File: src/rtl/mem_access_ctrl.sv
// mem_access_ctrl
// Sequences data-memory accesses for the MEM stage of the 5-stage pipeline.
// A load or store in EX/MEM raises mem_req and holds it until memory answers
// with a one-cycle mem_ack, or until TIMEOUT_CYC wait cycles have elapsed.
// While the access is outstanding the front of the pipe is frozen and a
// bubble is forced into MEM/WB. The completion cycle (DONE) releases the
// stall so MEM/WB captures read_data_from_mem.
//
// Ports:
//   clk                   pipeline clock, all state updates on posedge
//   reset                 synchronous active-low reset
//   ctrl_memRead_ex_mem   load in EX/MEM
//   ctrl_memWrite_ex_mem  store in EX/MEM
//   alu_result_ex_mem     effective address
//   write_data_ex_mem     store data
//   mem_rdata / mem_ack   memory read data and completion pulse
//   err_clr               clears sticky mem_err
//   mem_req / mem_we      memory request and write enable
//   mem_addr / mem_wdata  pass-through address and store data
//   pipe_stall            freezes PC, IF/ID, ID/EX, EX/MEM
//   wb_bubble             zeroes regWrite/memToReg at the MEM/WB input
//   read_data_from_mem    load data toward MEM/WB
//   mem_err               sticky timeout flag
//   stall_count           cycles with pipe_stall=1, saturating
//                         (present only with MEM_ACCESS_STALL_CNT_EN)
//
// State | meaning
// IDLE  | no access outstanding; an access in EX/MEM starts here
// WAIT  | request outstanding, waiting for mem_ack or timeout
// DONE  | completion cycle; stall released, read data presented
module mem_access_ctrl #(
    parameter int TIMEOUT_CYC = 16,
    parameter int CNT_W       = 8
) (
    input  logic        clk,
    input  logic        reset,
    input  logic        ctrl_memRead_ex_mem,
    input  logic        ctrl_memWrite_ex_mem,
    input  logic [31:0] alu_result_ex_mem,
    input  logic [31:0] write_data_ex_mem,
    input  logic [31:0] mem_rdata,
    input  logic        mem_ack,
    input  logic        err_clr,
    output logic        mem_req,
    output logic        mem_we,
    output logic [31:0] mem_addr,
    output logic [31:0] mem_wdata,
    output logic        pipe_stall,
    output logic        wb_bubble,
    output logic [31:0] read_data_from_mem,
`ifdef MEM_ACCESS_STALL_CNT_EN
    output logic [31:0] stall_count,
`endif
    output logic        mem_err
);

    typedef enum logic [1:0] {IDLE, WAIT, DONE} state_t;

    localparam logic [CNT_W-1:0] CNT_LAST = CNT_W'(TIMEOUT_CYC - 1);

    state_t           state, state_nxt;
    logic [CNT_W-1:0] cnt, cnt_nxt;
    logic [31:0]      rdata_q, rdata_nxt;
    logic             is_read_q, is_read_nxt;
    logic             err_set;
    logic             req_c;
    logic             access;

    assign access = ctrl_memRead_ex_mem | ctrl_memWrite_ex_mem;

    always_ff @(posedge clk) begin
        if (!reset) begin
            state     <= IDLE;
            cnt       <= '0;
            rdata_q   <= '0;
            is_read_q <= 1'b0;
            mem_err   <= 1'b0;
        end else begin
            state     <= state_nxt;
            cnt       <= cnt_nxt;
            rdata_q   <= rdata_nxt;
            is_read_q <= is_read_nxt;
            // a timeout in the same cycle as err_clr leaves the flag set
            mem_err   <= err_set | (mem_err & ~err_clr);
        end
    end

    always_comb begin
        state_nxt   = state;
        cnt_nxt     = cnt;
        rdata_nxt   = rdata_q;
        is_read_nxt = is_read_q;
        err_set     = 1'b0;
        req_c       = 1'b0;
        case (state)
            IDLE: begin
                if (access) begin
                    req_c       = 1'b1;
                    state_nxt   = WAIT;
                    cnt_nxt     = '0;
                    is_read_nxt = ctrl_memRead_ex_mem;
                end
            end
            WAIT: begin
                req_c   = 1'b1;
                cnt_nxt = cnt + CNT_W'(1);
                // ack has priority over a timeout landing in the same cycle
                if (mem_ack) begin
                    state_nxt = DONE;
                    if (is_read_q) begin
                        rdata_nxt = mem_rdata;
                    end
                end else if (cnt == CNT_LAST) begin
                    state_nxt = DONE;
                    rdata_nxt = '0;
                    err_set   = 1'b1;
                end
            end
            DONE: begin
                // always return to IDLE so the same EX/MEM instruction
                // cannot re-trigger; the next one is decoded fresh
                state_nxt = IDLE;
            end
            default: begin
                state_nxt = IDLE;
            end
        endcase
    end

    // request/stall are held low for the whole time reset is asserted
    assign mem_req            = reset & req_c;
    assign pipe_stall         = mem_req;
    assign wb_bubble          = mem_req;
    assign mem_we             = mem_req & ctrl_memWrite_ex_mem;
    assign mem_addr           = alu_result_ex_mem;
    assign mem_wdata          = write_data_ex_mem;
    assign read_data_from_mem = rdata_q;

`ifdef MEM_ACCESS_STALL_CNT_EN
    logic [31:0] stall_cnt_q;

    always_ff @(posedge clk) begin
        if (!reset) begin
            stall_cnt_q <= '0;
        end else if (pipe_stall && (stall_cnt_q != 32'hFFFF_FFFF)) begin
            stall_cnt_q <= stall_cnt_q + 32'd1;
        end
    end

    assign stall_count = stall_cnt_q;
`endif

endmodule
File: config.mk
export PLATFORM = sky130hd
export DESIGN_NAME = mem_access_ctrl
export DESIGN_NICKNAME = d
export VERILOG_FILES = /design/src/rtl/mem_access_ctrl.sv
export SDC_FILE = /design/constraint.sdc
export NUM_CORES = 1
export LEC_CHECK = 0
export CAP_MARGIN = 20
export CORE_MARGIN = 5
export CORE_UTILIZATION = 30
export CTS_BUF_LIST = sky130_fd_sc_hd__clkbuf_16
export DETAILED_ROUTE_END_ITERATION = 12
export PLACE_DENSITY = 0.85
export SLEW_MARGIN = 40
export SYNTH_ARGS = -nofsm -noshare
export SYNTH_HDL_FRONTEND = slang
export SYNTH_SLANG_ARGS = --single-unit
File: constraint.sdc
create_clock -name clk -period 2.3 [get_ports clk]
set_clock_uncertainty 0.15 [all_clocks]
set_input_delay 0.345 -clock clk [delete_from_list [all_inputs] [get_ports clk]]
set_output_delay 0.345 -clock clk [all_outputs]
set_load 0.05 [all_outputs]
==> results of run 1 <==
synthesized netlist by cell type (all sizes together):
library cell  number
o31ai              2
clkbuf             2
mux2               1
or4                2
inv                2
a211oi             1
nor2               9
nand3b             2
and3               1
a22o              32
nand4              2
ha                 1
and2b              1
nand2              6
nor4               1
o21ai              4
and2               1
nor3               7
nand2b             1
or2                2
a21oi              6
nand3              1
o21a               2
dfxtp             44
buf               72
mux2i              1
a31oi              2
per-layer routing:
metal | GRT usage [%] | share of wire, % | wire (um) | up-vias
li1 | - | - | - | 690
met1 | 10.17 | 37 | 1650 | 677
met2 | 15.12 | 49 | 2164 | 59
met3 | 4.712 | 10 | 458 | 24
met4 | 5.861 | 2.9 | 129 | 0
met5 | 0 | 0 | 0 | -
worst register-to-register path, delay by kind of cell, from the launching register on:
kind                     cells  cell delay (ps)
flip-flops                   1              390
buffers and inverters        1              210
AO/OA/AOI/OAI                3              630
adder cells (fa/ha/maj)      1              210
AND/OR/NAND/NOR              1              230
report_power, final:
group	switching (mW)	internal (mW)	leakage, nW
Clock	0.264	0.505	0.0850
Sequential	0.0103	0.776	0.355
Combinational	0.111	0.121	0.545
per-stage QoR:
step                cells  cell area (um2)  util [%]  worst slack, ps  hold slack (ps)
global route          303             2630     39.14            104.3            338.0
CTS                   303             2630     39.14            195.2            324.6
finish                303             2630     39.14            191.5            320.3
detailed placement    295             2466     36.70            141.5            304.2
floorplan             208             2067         -            158.7            293.2
global placement      295             2466     36.70            224.9            305.1
kinds of logic (layout without fill, tap and decap cells):
family	count (synthesis)	after routing	share of synthesized area, %
flip-flops	44	44	42.85
multiplexers	2	2	1.035
AND/OR/NAND/NOR	36	36	9.251
adder cells (fa/ha/maj)	1	1	0.6085
buffers and inverters	76	91	27.21
AO/OA/AOI/OAI	49	49	19.05
path summary, 6_finish.rpt:
kind | to | slack (ps) | cells after the start | start
hold / removal | read_data_from_mem[25] | 320 | 1 | read_data_from_mem[25]
setup reg to reg | read_data_from_mem[6] | 370 | 6 | cnt[0]
hold reg to reg | read_data_from_mem[25] | 320 | 1 | read_data_from_mem[25]
setup / recovery | mem_we | 190 | 5 | reset
registers in the layout, summed over array words and instances (netlist names):
| register | cells |
|---|---|
| cnt | 8 |
| is_read_q | 1 |
| mem_err | 1 |
| read_data_from_mem | 32 |
| state | 2 |
area by class of cell:
type                    count  share of cell area (%)
clock inverters             3                   1.475
clock buffers               5                   4.757
well taps                  80                   3.806
inverters                   2                  0.2854
flip-flops and latches     44                   33.49
multi-input cells          88                   24.02
repair buffers             81                   32.16
==> flow_metrics.py, run 1 <==
metrics = {
    "critical_path": {
        "cp-start-kind": "input port",
        "crit_fanout": 8,
        "crit_buf_inv": 3,
        "worstSetupPathType": "input port to output port",
        "cp_top_family": "buffers and inverters",
        "path_cells": "clkdlybuf4s50_1, inv_1, nor3_4, and2_1, buf_12",
        "critPathCaptureType": "output port",
        "critPathArrivalTime_ps": 1610,
        "slowest_stage": "clkdlybuf4s50_1",
        "cp.required_ps": 1800,
        "max_stage_delay_ps": 550,
    },
    "cts": {
        "cts.htree.levels": 2,
        "cts_buffers": 5,
        "clock_path_buffers": 2,
        "cts-root-buf": "clkbuf_16",
        "post_cts_buffers": 0,
        "clock_latency_ps": 280,
        "clkSlewWorstSetupHoldPaths_ps": 60,
        "postCtsHoldBufs": 0,
        "clkSinkCount": 44,
        "post_cts_resized": 0,
        "cts_tree": "yes",
    },
    "synth": {
        "mappedNetlistNets": 311,
        "synth_cell_types": 33,
        "synthTopCellsByArea": "dfxtp_1, buf_4, a22o_1",
        "ys_warn_count": 0,
        "synthCells": 208,
        "synth-seq-area-share_pct": 42.85,
        "syn-cell-area_um2": 2056,
        "synth-seq-cells": 44,
        "synth_top_area_share_pct": 42.85,
        "synth_top_area_cell": "dfxtp_1",
        "syn_area_per_cell_um2": 9.883,
    },
    "floorplan": {
        "fp.dieArea_um2": 8608,
        "start_util_pct": 30.60,
        "die_x_um": 92.78,
        "row_count": 30,
        "top_level_ports": 203,
        "die_y_um": 92.78,
        "coreArea_um2": 6719,
    },
    "timing": {
        "tightest_slew_ps": 523.7,
        "fin_setup_tns_ps": 0,
        "slew_headroom_pct": 64.98,
        "maxSlewViolCount": 0,
        "rsz0062_at_grt": "no",
        "setup_viol": 0,
        "fmax_mhz": 474.3,
        "fin_crit_ps": 2109,
        "final.period_utilization_pct": 91.68,
        "hold_violations": 0,
    },
    "finish": {
        "layout.area.seq_um2": 880.8,
        "mostFrequentLayoutCells": "clkdlybuf4s50_1, dfxtp_1, a22o_1",
        "fin_nets": 325,
        "n_fill_cell": 619,
        "area_growth_pct": 27.94,
        "multi_input_area_um2": 631.9,
        "final_common_cell": "clkdlybuf4s50_1",
        "drive_gt1_share_pct": 13.45,
        "num_antenna_cells": 0,
    },
    "placed_design": {
        "port_buffers": 74,
        "place_congestion": 0.7934,
        "dpl.hpwl_um": 3409,
    },
    "routing": {
        "num_vias": 1450,
        "drtIter0Drc": 72,
        "drtPass1Iterations": 4,
        "antenna_left": 0,
        "wl_per_cell_um": 14.53,
        "via_per_inst": 4.785,
        "wl_um": 4403,
        "drc": 0,
    },
    "global_route": {
        "grt.total_usage_pct": 9.560,
        "grt_max_degree": 33,
        "antenna_found_initial": 0,
        "gr-total-overflow": 0,
        "grt_pass1_wl_um": 6644,
        "grt_pass1_vias": 1394,
    },
    "run_status": {
        "status": "complete, no violations",
    },
    "job": {
        "maxCapViolations": 0,
    },
    "pwr": {
        "ir_worst_vdd_v": 0.0003065,
        "power_density_nw_per_um2": 679.8,
        "leakage_nw": 0.9851,
        "power_mw": 1.788,
    },
    "worst_hold_path": {
        "holdCritPathClass": "register to register",
    },
}
(Power assumes the default switching activity.)
==> run 2: changes to the inputs <==
--- a/config.mk
+++ b/config.mk
@@ -5,9 +5,12 @@
 export SDC_FILE = /design/constraint.sdc
 export NUM_CORES = 1
 export LEC_CHECK = 0
+export ABC_CLOCK_PERIOD_IN_PS = 2300
 export CAP_MARGIN = 20
+export CELL_PAD_IN_SITES_DETAIL_PLACEMENT = 1
+export CELL_PAD_IN_SITES_GLOBAL_PLACEMENT = 1
 export CORE_MARGIN = 5
-export CORE_UTILIZATION = 30
+export CORE_UTILIZATION = 20
 export CTS_BUF_LIST = sky130_fd_sc_hd__clkbuf_16
 export DETAILED_ROUTE_END_ITERATION = 12
 export PLACE_DENSITY = 0.85
==> constraint.sdc (replaced) <==
create_clock -name clk -period 2.3 [get_ports clk]
set_clock_uncertainty 0.15 [all_clocks]
set_input_delay 0.345 -clock clk [delete_from_list [all_inputs] [get_ports clk]]
set_output_delay 0.345 -clock clk [all_outputs]
set_load 0.02 [all_outputs]
==> flow_metrics.py, run 2 (synthesis gave the netlist of run 1 again) <==
metrics = {
    "run_status": {
        "status": "complete, no violations",
    },
    "floorplan": {
        "die_y_um": 111.4,
        "fp.dieArea_um2": 12410,
        "start_util_pct": 20.18,
        "row_count": 37,
        "die_x_um": 111.4,
        "top_level_ports": 203,
        "coreArea_um2": 10180,
    },
    "finish": {
        "fin_util_pct": 25.88,
        "n_fill_cell": 1170,
        "num_antenna_cells": 0,
        "final_cells": 363,
        "largest_reg_flops": 32,
        "final_common_cell": "clkdlybuf4s50_1",
        "layout.area.seq_um2": 880.8,
        "fin_nets": 329,
        "mostFrequentLayoutCells": "clkdlybuf4s50_1, dfxtp_1, a22o_1",
        "area_growth_pct": 28.24,
        "drive_gt1_share_pct": 12.78,
        "multi_input_area_um2": 620.6,
    },
    "critical_path": {
        "worstSetupPathType": "input port to output port",
        "path_cells": "clkdlybuf4s50_1, inv_1, nor3_1, buf_4, dlygate4sd2_1",
        "critPathArrivalTime_ps": 1630,
        "crit_fanout": 3,
        "cp.required_ps": 1800,
        "max_stage_delay_ps": 510,
        "cp-start-kind": "input port",
        "critPathCaptureType": "output port",
        "slowest_stage": "clkdlybuf4s50_1",
    },
    "placed_design": {
        "pre_cts_ws_ps": -115.2,
        "port_buffers": 74,
        "dpl.hpwl_um": 4293,
        "place_congestion": 0.7792,
        "dp_cells": 355,
    },
    "pwr": {
        "ir_worst_vdd_v": 0.0002512,
        "seqPwrFrac_pct": 47.7,
        "switchingPower_mw": 0.3712,
        "clock_power_share_pct": 40.9,
        "internal_power_mw": 1.278,
        "power_density_nw_per_um2": 625.7,
        "power_mw": 1.649,
        "p_comb_share_pct": 11.4,
        "leakage_nw": 0.9747,
        "swShare_pct": 22.51,
    },
    "global_route": {
        "grt_max_degree": 18,
        "grt_pass1_vias": 1675,
        "busiest_layer": "met2",
        "grt_use_met1_pct": 9.947,
        "use_met2_pct": 13.99,
        "antenna_found_initial": 0,
        "grt.total_usage_pct": 8.629,
        "grt_pass1_wl_um": 8756,
        "gr-total-overflow": 0,
        "grt_use_met3_pct": 2.826,
    },
    "timing": {
        "maxSlewViolCount": 0,
        "tightest_slew_ps": 378.1,
        "rsz0062_at_grt": "no",
        "slew_headroom_pct": 74.79,
        "final.period_utilization_pct": 92.35,
        "fin_ws_ps": 176.0,
        "fmax_mhz": 470.8,
        "setup_viol": 0,
        "hold_violations": 0,
        "fin_crit_ps": 2124,
    },
    "cts": {
        "clock_path_buffers": 2,
        "cts_tree": "yes",
        "cts-root-buf": "clkbuf_16",
        "postCtsHoldBufs": 0,
        "clkSinkCount": 44,
        "clock_latency_ps": 280,
        "cts.htree.levels": 2,
        "clkSlewWorstSetupHoldPaths_ps": 60,
        "cts_buffers": 5,
    },
    "routing": {
        "drc": 0,
        "antenna_left": 0,
        "wl_um": 5484,
        "drtIter0Drc": 31,
        "num_vias": 1549,
        "drtPass1Iterations": 4,
        "wl_per_cell_um": 15.11,
        "via_per_inst": 4.267,
    },
    "job": {
        "maxCapViolations": 0,
    },
    "worst_hold_path": {
        "holdCritPathClass": "register to register",
    },
}
run 2: layout make-up:
class | instances | share of cell area [%]
multi-input combinational | 88 | 23.54
inverter | 2 | 0.2848
clock buffer | 5 | 4.746
sequential | 44 | 33.41
clock inverter | 3 | 0.5221
tap | 136 | 6.455
timing repair buffer | 85 | 31.04
run 2: what timing repair did:
| action | 4_1_cts | 5_1_grt |
|---|---|---|
| resized for setup | 4 | 0 |
| buffers inserted | 0 | 0 |
| hold endpoints to repair | 0 | 0 |
| endpoints found under the setup margin | 4 | 0 |
run 2: power by group through the flow:
| stage | registers, mW | clock network, mW | logic [mW] |
|---|---|---|---|
| final | 0.787 | 0.674 | 0.189 |
| after global routing | 0.788 | 0.738 | 0.202 |
| after CTS | 0.786 | 0.708 | 0.191 |
| after detailed placement | 0.803 | 0 | 0.194 |
| after global placement | 0.802 | 0 | 0.189 |
| after floorplan | 0.811 | 0 | 0.232 |
run 2: path summary, 6_finish.rpt:
path | from | end | slack, ps | cells past startpoint
max | reset | mem_req | 180 | 5
min | read_data_from_mem[1] | read_data_from_mem[1] | 330 | 1
max reg2reg | cnt[0] | read_data_from_mem[6] | 370 | 6
min reg2reg | read_data_from_mem[1] | read_data_from_mem[1] | 330 | 1
run 2: stage by stage:
step / hold WS (ps) / cell area (um2) / TNS (ps)
3_3_place_gp: 305.3 / 2502 / -461.2
5_1_grt: 346.1 / 2636 / 0
6_report: 325.1 / 2636 / 0
3_5_place_dp: 305.8 / 2502 / -436.0
2_1_floorplan: 293.2 / 2056 / 0
4_1_cts: 331.2 / 2636 / 0
run 2: routing by layer:
| layer | wire, um | vias to the layer above |
|---|---|---|
| met5 | 0 | - |
| met3 | 382 | 29 |
| met1 | 2381 | 741 |
| li1 | - | 700 |
| met2 | 2543 | 79 |
| met4 | 176 | 0 |
run 2: critical path: cells and delay by family:
| kind | cells | cell delay, ps |
|---|---|---|
| AND/OR/NAND/NOR | 1 | 210 |
| buffers and inverters | 4 | 1060 |
